===== config.mk =====
export PLATFORM = sky130hd
export DESIGN_NAME = fpnew_special_encoder
export DESIGN_NICKNAME = d
export VERILOG_FILES = /design/src/rtl/fpnew_pkg.sv /design/src/rtl/fpnew_skid_buffer.sv /design/src/rtl/fpnew_special_encoder.sv
export SDC_FILE = /design/constraint.sdc
export NUM_CORES = 1
export LEC_CHECK = 0
export ABC_CLOCK_PERIOD_IN_PS = 7300
export CAP_MARGIN = 30
export CORE_UTILIZATION = 59
export DETAILED_ROUTE_END_ITERATION = 10
export PLACE_DENSITY = 0.87
export SYNTH_ARGS = -nofsm -noshare
export SYNTH_HDL_FRONTEND = slang
export SYNTH_HIERARCHICAL = 1
export SYNTH_SLANG_ARGS = --single-unit

===== constraint.sdc =====
create_clock -name clk_i -period 7.3 [get_ports clk_i]
set_input_delay 1.46 -clock clk_i [delete_from_list [all_inputs] [get_ports clk_i]]
set_output_delay 1.46 -clock clk_i [all_outputs]
set_load 0.05 [all_outputs]

===== src/rtl/fpnew_pkg.sv =====
// Shared floating-point definitions: format table and the special-value
// pattern generator that opgroups use to build canonical IEEE results.
package fpnew_pkg;

  typedef enum logic [2:0] {
    FP32    = 3'd0,
    FP64    = 3'd1,
    FP16    = 3'd2,
    FP8     = 3'd3,
    FP16ALT = 3'd4
  } fp_format_e;

  typedef enum logic [2:0] {
    ZERO     = 3'd0,
    SUB_MIN  = 3'd1,
    NORM_MIN = 3'd2,
    NORM_MAX = 3'd3,
    ONE      = 3'd4,
    INF      = 3'd5,
    QNAN     = 3'd6,
    SNAN     = 3'd7
  } spec_class_e;

  function automatic int unsigned exp_bits(fp_format_e fmt);
    case (fmt)
      FP64:    return 11;
      FP16:    return 5;
      FP8:     return 5;
      FP16ALT: return 8;
      default: return 8;
    endcase
  endfunction

  function automatic int unsigned man_bits(fp_format_e fmt);
    case (fmt)
      FP64:    return 52;
      FP16:    return 10;
      FP8:     return 2;
      FP16ALT: return 7;
      default: return 23;
    endcase
  endfunction

  function automatic int unsigned fp_width(fp_format_e fmt);
    return 1 + exp_bits(fmt) + man_bits(fmt);
  endfunction

  // Right-aligned {sign, exponent, mantissa} of the requested class; NaNs
  // are always emitted positive so they match the canonical RISC-V NaN.
  function automatic logic [63:0] spec_value(fp_format_e fmt, spec_class_e cls,
                                             logic sign);
    int unsigned eb = exp_bits(fmt);
    int unsigned mb = man_bits(fmt);
    logic [63:0] e_ones = (64'd1 << eb) - 64'd1;
    logic [63:0] m_ones = (64'd1 << mb) - 64'd1;
    logic [63:0] bias   = (64'd1 << (eb - 1)) - 64'd1;
    logic [63:0] e;
    logic [63:0] m;
    logic        s;
    s = sign;
    case (cls)
      ZERO:     begin e = '0;              m = '0;                   end
      SUB_MIN:  begin e = '0;              m = 64'd1;                end
      NORM_MIN: begin e = 64'd1;           m = '0;                   end
      NORM_MAX: begin e = e_ones - 64'd1;  m = m_ones;               end
      ONE:      begin e = bias;            m = '0;                   end
      INF:      begin e = e_ones;          m = '0;                   end
      SNAN:     begin s = 1'b0; e = e_ones; m = 64'd1;               end
      default:  begin s = 1'b0; e = e_ones; m = 64'd1 << (mb - 1);   end
    endcase
    return ({63'd0, s} << (eb + mb)) | (e << mb) | m;
  endfunction

endpackage


===== src/rtl/fpnew_skid_buffer.sv =====
// Two-entry valid/ready buffer: a main register driving the outputs plus a
// skid register, so in_ready_o depends only on state (and flush).
module fpnew_skid_buffer #(
  parameter int unsigned DataWidth = 8
) (
  input  logic                 clk_i,
  input  logic                 rst_i,
  input  logic                 flush_i,
  input  logic                 in_valid_i,
  output logic                 in_ready_o,
  input  logic [DataWidth-1:0] in_data_i,
  output logic                 out_valid_o,
  input  logic                 out_ready_i,
  output logic [DataWidth-1:0] out_data_o
);

  logic                 main_valid_q, main_valid_d;
  logic                 skid_valid_q, skid_valid_d;
  logic [DataWidth-1:0] main_data_q,  main_data_d;
  logic [DataWidth-1:0] skid_data_q,  skid_data_d;
  logic                 accept, transfer;

  assign in_ready_o = ~skid_valid_q & ~flush_i;
  assign accept     = in_valid_i & in_ready_o;
  assign transfer   = main_valid_q & out_ready_i;

  always_comb begin
    // NOTE: every next-state signal is given its hold value first so no
    // path through the block leaves it unassigned (which would infer a latch).
    main_valid_d = main_valid_q;
    main_data_d  = main_data_q;
    skid_valid_d = skid_valid_q;
    skid_data_d  = skid_data_q;
    if (flush_i) begin
      main_valid_d = 1'b0;
      skid_valid_d = 1'b0;
    end else begin
      if (transfer) begin
        main_valid_d = skid_valid_q;
        main_data_d  = skid_data_q;
        skid_valid_d = 1'b0;
      end
      // in_ready_o is low while skid is full, so accept never meets a skid
      // promotion in the same cycle.
      if (accept) begin
        if (!main_valid_q || transfer) begin
          main_valid_d = 1'b1;
          main_data_d  = in_data_i;
        end else begin
          skid_valid_d = 1'b1;
          skid_data_d  = in_data_i;
        end
      end
    end
  end

  always_ff @(posedge clk_i) begin
    if (rst_i) begin
      main_valid_q <= 1'b0;
      skid_valid_q <= 1'b0;
      // NOTE: data registers are reset too because the idle outputs must
      // read as zero; they are only two words, not a memory array.
      main_data_q  <= '0;
      skid_data_q  <= '0;
    end else begin
      main_valid_q <= main_valid_d;
      skid_valid_q <= skid_valid_d;
      main_data_q  <= main_data_d;
      skid_data_q  <= skid_data_d;
    end
  end

  assign out_valid_o = main_valid_q;
  assign out_data_o  = main_data_q;

endmodule


===== src/rtl/fpnew_special_encoder.sv =====
// Builds an IEEE pattern of a requested special class, optionally NaN-boxed
// to Width bits, and returns it through a 1-cycle skid-buffered handshake.
module fpnew_special_encoder
  import fpnew_pkg::*;
#(
  parameter fp_format_e  FpFormat = fp_format_e'(0),
  parameter int unsigned Width    = 32,
  parameter int unsigned TagWidth = 4
) (
  input  logic                clk_i,
  input  logic                rst_i,
  input  logic                flush_i,
  input  logic                in_valid_i,
  output logic                in_ready_o,
  input  spec_class_e         class_i,
  input  logic                sign_i,
  input  logic                box_i,
  input  logic [TagWidth-1:0] tag_i,
  output logic                out_valid_o,
  input  logic                out_ready_i,
  output logic [Width-1:0]    result_o,
  output logic [TagWidth-1:0] tag_o
);

  localparam int unsigned FPW = fp_width(FpFormat);

  logic [FPW-1:0]   encoded;
  logic [Width-1:0] result_d;

  assign encoded = FPW'(spec_value(FpFormat, class_i, sign_i));

  if (Width < FPW) begin : gen_width_check
    $error("fpnew_special_encoder: Width must be >= format width");
  end

  if (Width > FPW) begin : gen_box
    assign result_d = {{(Width - FPW){box_i}}, encoded};
  end else begin : gen_no_box
    logic unused_box;
    assign unused_box = box_i;
    assign result_d   = encoded[Width-1:0];
  end

  fpnew_skid_buffer #(
    .DataWidth(Width + TagWidth)
  ) u_skid (
    .clk_i      (clk_i),
    .rst_i      (rst_i),
    .flush_i    (flush_i),
    .in_valid_i (in_valid_i),
    .in_ready_o (in_ready_o),
    .in_data_i  ({result_d, tag_i}),
    .out_valid_o(out_valid_o),
    .out_ready_i(out_ready_i),
    .out_data_o ({result_o, tag_o})
  );

endmodule


==> results_dict.tcl, run 1 <==
set metrics [dict create \
    grt_util_all_layers 0.320 \
    via_per_inst 6.94 \
    grt_overflow_total 0 \
    max_clock_freq_mhz 191 \
    synth.cell_area_um2 3430 \
    num_vias 3470 \
    cap_violations 0 \
    hold_violations 0 \
    clkLatencyLatePin_ns 0.35 \
    firstDrtPassIters 5 \
    async_flop_share 0 \
    dpl-instance-area_um2 3870 \
    syn_avg_cell_area_um2 8.52 \
    crit_end "in_ready_o" \
    finClkSkew_ns 0.0106 \
    cp.required_ns 5.84 \
    initial_core_util 0.616 \
    synthTopCellsByArea "dfxtp_1, nand3_1, nand4b_1" \
    yosysTopAreaCell "dfxtp_1" \
    ys_seq_area_frac 0.431 \
    ant_nets 0 \
    period_needed_ns 5.24 \
    r2r-end "u_skid/skid_data_q[19]$_SDFFE_PP0P_" \
    first_global_vias 3181 \
    fp.dieW_um 78.3 \
    yosysWarnings 6 \
    cts.sinks 74 \
    powerDensity_nw_per_um2 233 \
    design_area_um2 4170 \
    cts-resized-gates 0 \
    cts_tree "yes" \
    fin_crit_sh 0.717 \
    clk_pin_slew_ns 0.07 \
    power_mw 0.973 \
    netlist_instances 403 \
    relSlewSlack 0.266 \
    hold_buffers 0 \
    setup_slack_ns 2.06 \
    crit_fanout 20 \
    fin_setup_tns_ns 0 \
    path_class "in2out" \
    reg2reg_from "u_skid/out_valid_o$_SDFF_PP0_" \
    start_kind "input port" \
    cts_made_buffers 9 \
    design.core.area_um2 5570 \
    power_leakage_nw 1.29 \
    diodes 0 \
    rr_worst_depth 4 \
    ir_drop_uv 124 \
    wl_per_cell_um 19.1 \
    antenna_found_initial 0 \
    dp.final_hpwl_um 5260 \
    arrival_ns 3.78 \
    grt_pass1_wl_um 15300 \
    synth-seq-cells 74 \
    syn_nets 417 \
    clock-root-buffer "clkbuf_8" \
    status "finished clean" \
    layout-drive-gt1-share 0.0841 \
    place_congestion 0.785 \
    final_max_slew_viol_count 0 \
    drc 0 \
    die_h_um 78.3 \
    dp_slack_ns 2.12 \
    fin_nets 437 \
    drtIter0Drc 408 \
    die_area_um2 6130 \
    grt_max_degree 73 \
    synthFlopType "dfxtp_1" \
    r2r_slack_ns 5.04 \
    synth_top_area_share 0.431 \
    fin_util 0.747 \
    totalWireLength_um 9560 \
    crit_start "flush_i" \
    cts_buffer_depth 2 \
    synth_edf_count 0 \
    yosys.cell_types.count 41 \
    numPortBuffers 50 \
    hold_class "reg2reg" \
    cts.htree.levels 3 \
    row_count 27 \
    rsz0062_at_grt "false" \
    synthToLayoutAreaGrowth_pct 21.3 \
    tightest_slew_ns 1.10 \
    setup_viol_count_final 0 \
    postCtsSetupRepairBufs 0 \
    critPathCaptureType "output pin" \
    boundaryPins 52 \
]
[synthesized netlist by cell type, types with 2 or more instances]
| cell type | number |
|---|---|
| a31oi_1 | 23 |
| and4_1 | 4 |
| nand3_1 | 59 |
| nor3_1 | 9 |
| o21ai_0 | 37 |
| a21oi_1 | 38 |
| nand4b_1 | 23 |
| inv_2 | 2 |
| buf_2 | 17 |
| dfxtp_1 | 74 |
| nand2b_1 | 3 |
| buf_6 | 2 |
| nand4_1 | 32 |
| buf_4 | 5 |
| o31ai_1 | 9 |
| buf_1 | 3 |
| clkbuf_1 | 25 |
| a221o_1 | 4 |
| nor2_1 | 3 |
| a311oi_1 | 9 |
| inv_1 | 2 |
[cells by family (layout without fill, tap and decap cells)]
kind of cell	after synthesis	after routing	synth area share
compound gates	123	123	0.212
xor+xnor	1	1	0.00255
fa+ha+maj	1	1	0.00328
buf+inv	57	82	0.0783
flops	74	74	0.431
simple gates	147	147	0.272
[registers in the layout, indices dropped and copies added (netlist names)]
name                 count
u_skid/skid_data_q      36
u_skid/out_valid_o       1
u_skid/skid_valid_q      1
u_skid/out_data_o       36
[worst max-delay path, stage by stage]
cell and delay [ns]:
clkdlybuf4s50_1 0.66, buf_8 0.29, or2_1 0.39, inv_2 0.15, clkdlybuf4s50_1 0.81
[placed cells by master, fill, tap and decap left out, types with 2 or more instances in the layout]
cell              n
buf_4             7
nand2b_1          3
a21oi_1          38
o21ai_0          37
nand4_1          32
nor2_1            2
dfxtp_1          74
inv_2             2
nand4b_1         23
inv_1             2
a311oi_1          9
and4_1            4
o31ai_1           9
nand3_1          59
buf_8             4
bufinv_16         4
a31oi_1          23
nor3_1            9
a221o_1           4
clkdlybuf4s50_1  49
clkbuf_8         10
[through the flow]
stage,std cells,hold slack (ns)
2_1_floorplan,403,0.450
3_3_place_gp,480,0.457
3_5_place_dp,482,0.467
4_1_cts,498,0.477
5_1_grt,500,0.490
6_report,500,0.478
[worst min-delay path by stage]
stage	startpoint	end	slack [ns]	cells after the start
floorplan	u_skid/skid_data_q[17]$_SDFFE_PP0P_	u_skid/skid_data_q[17]$_SDFFE_PP0P_	0.45	2
global placement	u_skid/skid_data_q[31]$_SDFFE_PP0P_	u_skid/skid_data_q[31]$_SDFFE_PP0P_	0.46	2
detailed placement	u_skid/skid_data_q[33]$_SDFFE_PP0P_	u_skid/skid_data_q[33]$_SDFFE_PP0P_	0.47	2
CTS	u_skid/skid_data_q[33]$_SDFFE_PP0P_	u_skid/skid_data_q[33]$_SDFFE_PP0P_	0.48	2
global route	u_skid/skid_data_q[12]$_SDFFE_PP0P_	u_skid/skid_data_q[12]$_SDFFE_PP0P_	0.49	2
finish	u_skid/skid_data_q[17]$_SDFFE_PP0P_	u_skid/skid_data_q[17]$_SDFFE_PP0P_	0.48	2
[layer usage]
metal	GRT usage	routed length (um)	up-vias
met1	0.399	3880	1675
met4	0.178	196	0
li1	-	-	1590
met2	0.528	4770	185
met5	0	0	-
met3	0.0465	717	20
[final cells by class]
class	instances	area, um^2
clock buffer	11	141
clock inverter	5	125
fill	437	1410
inverter	5	18.8
multi-input combinational	272	1700
sequential	74	1480
tap	72	90.1
timing repair buffer	61	608
[power breakdown]
part,total [mW],switching (mW),leakage [nW],internal [mW]
clock,0.423,0.152,0.134,0.271
combinational,0.131,0.0901,0.555,0.0404
sequential,0.419,0.00627,0.600,0.413
total,0.973,0.249,1.29,0.724
No activity file was read; power rests on OpenSTA's default activity.
==> run 2: changes to the inputs <==
--- a/config.mk
+++ b/config.mk
@@ -5,11 +5,11 @@
 export SDC_FILE = /design/constraint.sdc
 export NUM_CORES = 1
 export LEC_CHECK = 0
-export ABC_CLOCK_PERIOD_IN_PS = 7300
+export ABC_CLOCK_PERIOD_IN_PS = 4700
 export CAP_MARGIN = 30
-export CORE_UTILIZATION = 59
+export CORE_UTILIZATION = 49
 export DETAILED_ROUTE_END_ITERATION = 10
-export PLACE_DENSITY = 0.87
+export PLACE_DENSITY = 0.77
 export SYNTH_ARGS = -nofsm -noshare
 export SYNTH_HDL_FRONTEND = slang
 export SYNTH_HIERARCHICAL = 1
==> constraint.sdc (replaced) <==
create_clock -name clk_i -period 4.7 [get_ports clk_i]
set_input_delay 0.94 -clock clk_i [delete_from_list [all_inputs] [get_ports clk_i]]
set_output_delay 0.94 -clock clk_i [all_outputs]
set_load 0.05 [all_outputs]
==> run 2 against run 1 <==
  * Worst setup slack lost 0.94 ns
  * Sequential share of layout area grew 0.51 points
  * Combinational power grew 54%
  * Final area shrank 1.4%
  * Non-clock buffer count shrank 1
==> results_dict.tcl, run 2 (synthesis gave the netlist of run 1 again) <==
set metrics [dict create \
    mostFrequentLayoutCell "dfxtp_1" \
    powerDensity_nw_per_um2 330 \
    boundaryPins 52 \
    initial_core_util 0.506 \
    ant_nets 0 \
    cp_slowest_cell "inv_2" \
    design.core.area_um2 6790 \
    drc 0 \
    num_vias 3459 \
    critPathCaptureType "output pin" \
    clkLatencyLatePin_ns 0.35 \
    path_class "in2out" \
    power_mw 1.35 \
    fin_setup_tns_ns 0 \
    hold_buffers 0 \
    diodes 0 \
    finClkSkew_ns 0.00847 \
    cts-resized-gates 0 \
    dp.final_hpwl_um 5220 \
    crit_fanout 33 \
    wl_met1_um 4020 \
    dpl-instance-area_um2 3910 \
    postCtsSetupRepairBufs 0 \
    grt_pass1_wl_um 15100 \
    crit_end "in_ready_o" \
    tightest_slew_ns 1.04 \
    period_needed_ns 3.57 \
    power_leakage_nw 1.25 \
    row_count 30 \
    grt_max_degree 56 \
    arrival_ns 2.63 \
    via_per_inst 6.61 \
    n_fill_cell 589 \
    drtIter0Drc 422 \
    path_cells "clkdlybuf4s50_1 > or2_1 > inv_2 > buf_4" \
    fin_crit_sh 0.760 \
    clock-root-buffer "clkbuf_8" \
    relSlewSlack 0.307 \
    max_stage_delay_ns 0.53 \
    place_congestion 0.820 \
    dr_wl_met3_um 733 \
    r2r_slack_ns 2.45 \
    r2r-end "u_skid/out_data_o[23]$_SDFFE_PP0N_" \
    design_area_um2 4110 \
    reg2reg_from "u_skid/out_valid_o$_SDFF_PP0_" \
    die_area_um2 7350 \
    wl_per_cell_um 18.0 \
    hold_class "reg2reg" \
    first_global_vias 3227 \
    met2_length_um 4450 \
    hold_violations 0 \
    totalWireLength_um 9410 \
    fin_util 0.605 \
    fin_nets 436 \
    numPortBuffers 50 \
    cts_made_buffers 9 \
    die_h_um 85.7 \
    max_clock_freq_mhz 280 \
    rsz0062_at_grt "false" \
    top_layer "met4" \
    grt_overflow_total 0 \
    firstDrtPassIters 5 \
    crit_start "flush_i" \
    cp.required_ns 3.76 \
    cts_tree "yes" \
    status "finished clean" \
    rr_worst_depth 3 \
    ir_drop_uv 150 \
    grt_util_all_layers 0.258 \
    antenna_found_initial 0 \
    synthToLayoutAreaGrowth_pct 19.6 \
    fp.dieW_um 85.7 \
    final_max_slew_viol_count 0 \
    cts.htree.levels 3 \
    layout-drive-gt1-share 0.0796 \
    cap_violations 0 \
    start_kind "input port" \
    final_cell_mix "dfxtp_1, nand3_1, clkdlybuf4s50_1" \
    cts.sinks 74 \
    worst_hold_slack_ns 0.479 \
    setup_viol_count_final 0 \
    clk_pin_slew_ns 0.07 \
    cts_buffer_depth 2 \
]
## run 2: cell count changes in the layout (fill, tap and decap cells not counted), sizes merged
cell / previous run / this run
bufinv: 4 / 1
clkbuf: 11 / 14
clkdlybuf4s50: 49 / 48
## run 2: how the worst min path moves through the flow
stage / from / slack (ns) / depth (start not counted) / to
final: u_skid/skid_data_q[8]$_SDFFE_PP0P_ / 0.48 / 2 / u_skid/skid_data_q[8]$_SDFFE_PP0P_
after global routing: u_skid/out_data_o[2]$_SDFFE_PP0N_ / 0.49 / 2 / u_skid/out_data_o[2]$_SDFFE_PP0N_
after CTS: u_skid/skid_data_q[2]$_SDFFE_PP0P_ / 0.48 / 2 / u_skid/skid_data_q[2]$_SDFFE_PP0P_
after detailed placement: u_skid/skid_data_q[2]$_SDFFE_PP0P_ / 0.47 / 2 / u_skid/skid_data_q[2]$_SDFFE_PP0P_
after global placement: u_skid/skid_data_q[35]$_SDFFE_PP0P_ / 0.46 / 2 / u_skid/skid_data_q[35]$_SDFFE_PP0P_
after floorplan: u_skid/skid_data_q[17]$_SDFFE_PP0P_ / 0.45 / 2 / u_skid/skid_data_q[17]$_SDFFE_PP0P_
## run 2: metal layers
| layer | up-vias | GRT usage |
|---|---|---|
| li1 | 1588 | - |
| met1 | 1656 | 0.321 |
| met2 | 195 | 0.428 |
| met3 | 20 | 0.0606 |
| met4 | 0 | 0.112 |
| met5 | - | 0 |
## run 2: power by group
group	switching, mW	internal [mW]
clock network	0.226	0.275
logic	0.140	0.0621
registers	0.00938	0.642
total	0.376	0.978
## run 2: area by class of cell
| cell class | count | area, um^2 | share of cell area |
|---|---|---|---|
| Sequential cell | 74 | 1480 | 0.361 |
| Clock inverter | 2 | 35.0 | 0.00853 |
| Multi-Input combinational cell | 272 | 1700 | 0.414 |
| Tap cell | 96 | 120 | 0.0292 |
| Inverter | 5 | 18.8 | 0.00457 |
| Clock buffer | 14 | 163 | 0.0396 |
| Timing Repair Buffer | 60 | 588 | 0.143 |
## run 2: metrics by stage
step | cells | worst slack (ns)
floorplan | 403 | 1.84
global placement | 506 | 1.19
detailed placement | 507 | 1.18
CTS | 523 | 1.16
global route | 523 | 1.07
finish | 523 | 1.13
## run 2: critical path: cells and delay by family
kind	cells	cell delay (ns)
and+or+nand+nor	1	0.41
buffers and inverters	3	1.27
==> run 3: changes to the inputs <==
--- a/config.mk
+++ b/config.mk
@@ -5,7 +5,7 @@
 export SDC_FILE = /design/constraint.sdc
 export NUM_CORES = 1
 export LEC_CHECK = 0
-export ABC_CLOCK_PERIOD_IN_PS = 4700
+export ABC_CLOCK_PERIOD_IN_PS = 2900
 export CAP_MARGIN = 30
 export CORE_UTILIZATION = 49
 export DETAILED_ROUTE_END_ITERATION = 10
==> constraint.sdc (replaced) <==
create_clock -name clk_i -period 2.9 [get_ports clk_i]
set_input_delay 0.58 -clock clk_i [delete_from_list [all_inputs] [get_ports clk_i]]
set_output_delay 0.58 -clock clk_i [all_outputs]
set_load 0.05 [all_outputs]
==> run 3 against run 2 <==
  * Count of clock-buffer cells in the layout down 4
  * Largest power group unchanged
  * Final area up 3.8%
  * Critical path depth unchanged
  * Highest routed layer unchanged
  * Clock skew down 0.0028 ns
  * Die area unchanged
  * Combinational power up 68%
  * Cell count up 2.5%
  * Non-clock buffer count up 13
  * Routed wire length up 3.3%
==> results_dict.tcl, run 3 (synthesis gave the netlist of run 1 again) <==
set metrics [dict create \
    status "finished clean" \
    reg2reg_from "u_skid/out_valid_o$_SDFF_PP0_" \
    row_count 30 \
    drtIter0Drc 501 \
    diodes 0 \
    grt_util_all_layers 0.271 \
    rsz0062_at_grt "false" \
    seq_power_share 0.441 \
    power_leakage_nw 1.33 \
    relSlewSlack 0.455 \
    place_congestion 0.782 \
    arrival_ns 1.84 \
    r2r-end "u_skid/out_data_o[31]$_SDFFE_PP0N_" \
    whs_path_depth 2 \
    ant_nets 0 \
    firstDrtPassIters 7 \
    dp.final_hpwl_um 5750 \
    cap_violations 0 \
    die_area_um2 7350 \
    boundaryPins 52 \
    critPathCaptureType "output pin" \
    n_fill_cell 599 \
    rr_worst_depth 3 \
    antenna_found_initial 0 \
    crit_fanout 11 \
    layout-drive-gt1-share 0.114 \
    instances_no_fill 536 \
    clock-root-buffer "clkbuf_8" \
    post-place-cells 520 \
    cts_tree "yes" \
    cts-resized-gates 0 \
    path_class "in2out" \
    clockPowerShare 0.417 \
    fp.dieW_um 85.7 \
    grt_pass1_wl_um 15800 \
    design.core.area_um2 6790 \
    die_h_um 85.7 \
    hold_buffers 0 \
    start_kind "input port" \
    powerDensity_nw_per_um2 561 \
    p_sw_mw 0.647 \
    wl_per_cell_um 18.1 \
    via_per_inst 6.52 \
    mostFrequentLayoutCell "dfxtp_1" \
    totalWireLength_um 9720 \
    first_global_vias 3235 \
    final_cell_mix "dfxtp_1, nand3_1, clkdlybuf4s50_1" \
    initial_core_util 0.506 \
    hp-start "u_skid/skid_data_q[17]$_SDFFE_PP0P_" \
    pwr-share-comb 0.142 \
    drc 0 \
    grt_overflow_total 0 \
    max_stage_delay_ns 0.55 \
    clk_pin_slew_ns 0.08 \
    final_max_slew_viol_count 0 \
    fin_nets 449 \
    hold_class "reg2reg" \
    ir_drop_uv 282 \
    cts.htree.levels 3 \
    sw_frac_of_total 0.270 \
    finClkSkew_ns 0.00563 \
    postCtsSetupRepairBufs 0 \
    r2r_slack_ns 0.99 \
    cts_buffer_depth 2 \
    fin_setup_tns_ns 0 \
    path_cells "clkdlybuf4s50_1 > or2_1 > inv_2 > buf_12" \
    cts.sinks 74 \
    synthToLayoutAreaGrowth_pct 24.2 \
    max_clock_freq_mhz 413 \
    cts_made_buffers 9 \
    cp.required_ns 2.32 \
    cp_slowest_cell "clkdlybuf4s50_1" \
    hold_violations 0 \
    num_vias 3493 \
    numPortBuffers 50 \
    period_needed_ns 2.42 \
    hold_end "u_skid/skid_data_q[17]$_SDFFE_PP0P_" \
    fin_crit_sh 0.835 \
    clkLatencyLatePin_ns 0.35 \
    grt_max_degree 53 \
    tightest_slew_ns 0.816 \
    setup_viol_count_final 0 \
    p_int_mw 1.75 \
]
run 3: cell types whose count changed in the layout (fill, tap and decap cells not counted), sizes merged:
cell      delta
buf         +13
bufinv       +2
clkbuf       -4
clkinvlp     +2
run 3: worst max-delay path: cells and delay by family:
| kind | cells | cell delay (ns) |
|---|---|---|
| buffers and inverters | 3 | 0.96 |
| and+or+nand+nor | 1 | 0.31 |
run 3: power by group through the flow:
| stage | clock, mW | sequential [mW] | combinational, mW |
|---|---|---|---|
| 2_1_floorplan | 0 | 1.15 | 0.147 |
| 3_3_place_gp | 0 | 1.08 | 0.330 |
| 3_5_place_dp | 0 | 1.08 | 0.334 |
| 4_1_cts | 1.00 | 1.06 | 0.335 |
| 5_1_grt | 1.05 | 1.06 | 0.359 |
| 6_report | 0.998 | 1.06 | 0.340 |
run 3: how the worst max path moves through the flow:
stage                                        startpoint                                  to
after floorplan                              class_i[2]  u_skid/out_data_o[15]$_SDFFE_PP0N_
after global placement                          flush_i  u_skid/out_data_o[21]$_SDFFE_PP0N_
after detailed placement                        flush_i   u_skid/out_data_o[4]$_SDFFE_PP0N_
after CTS                 u_skid/out_valid_o$_SDFF_PP0_                         out_valid_o
after global routing                            flush_i                          in_ready_o
final                                           flush_i                          in_ready_o
run 3: layout make-up:
cell class              instances  area, um^2  area share
inverters                       5        18.8     0.00440
repair buffers                 73         691       0.162
clock inverters                 6         114      0.0267
clock buffers                  10         138      0.0323
well taps                      96         120      0.0282
multi-input cells             272        1700       0.399
flip-flops and latches         74        1480       0.347
run 3: per-layer routing:
layer | vias up | share of wire | global-route usage
li1 | 1615 | - | -
met1 | 1681 | 0.42 | 0.363
met2 | 181 | 0.48 | 0.437
met3 | 16 | 0.078 | 0.0366
met4 | 0 | 0.017 | 0.120
met5 | - | 0 | 0
run 3: stage by stage:
step | setup slack, ns | total power [mW] | area [um^2] | util | hold WS, ns
3_5_place_dp | 0.382 | 1.41 | 4010 | 0.591 | 0.464
3_3_place_gp | 0.402 | 1.41 | 4010 | 0.591 | 0.461
4_1_cts | 0.487 | 2.39 | 4260 | 0.628 | 0.474
2_1_floorplan | 0.402 | 1.30 | 3430 | - | 0.450
5_1_grt | 0.426 | 2.46 | 4260 | 0.628 | 0.494
6_report | 0.478 | 2.39 | 4260 | 0.628 | 0.473
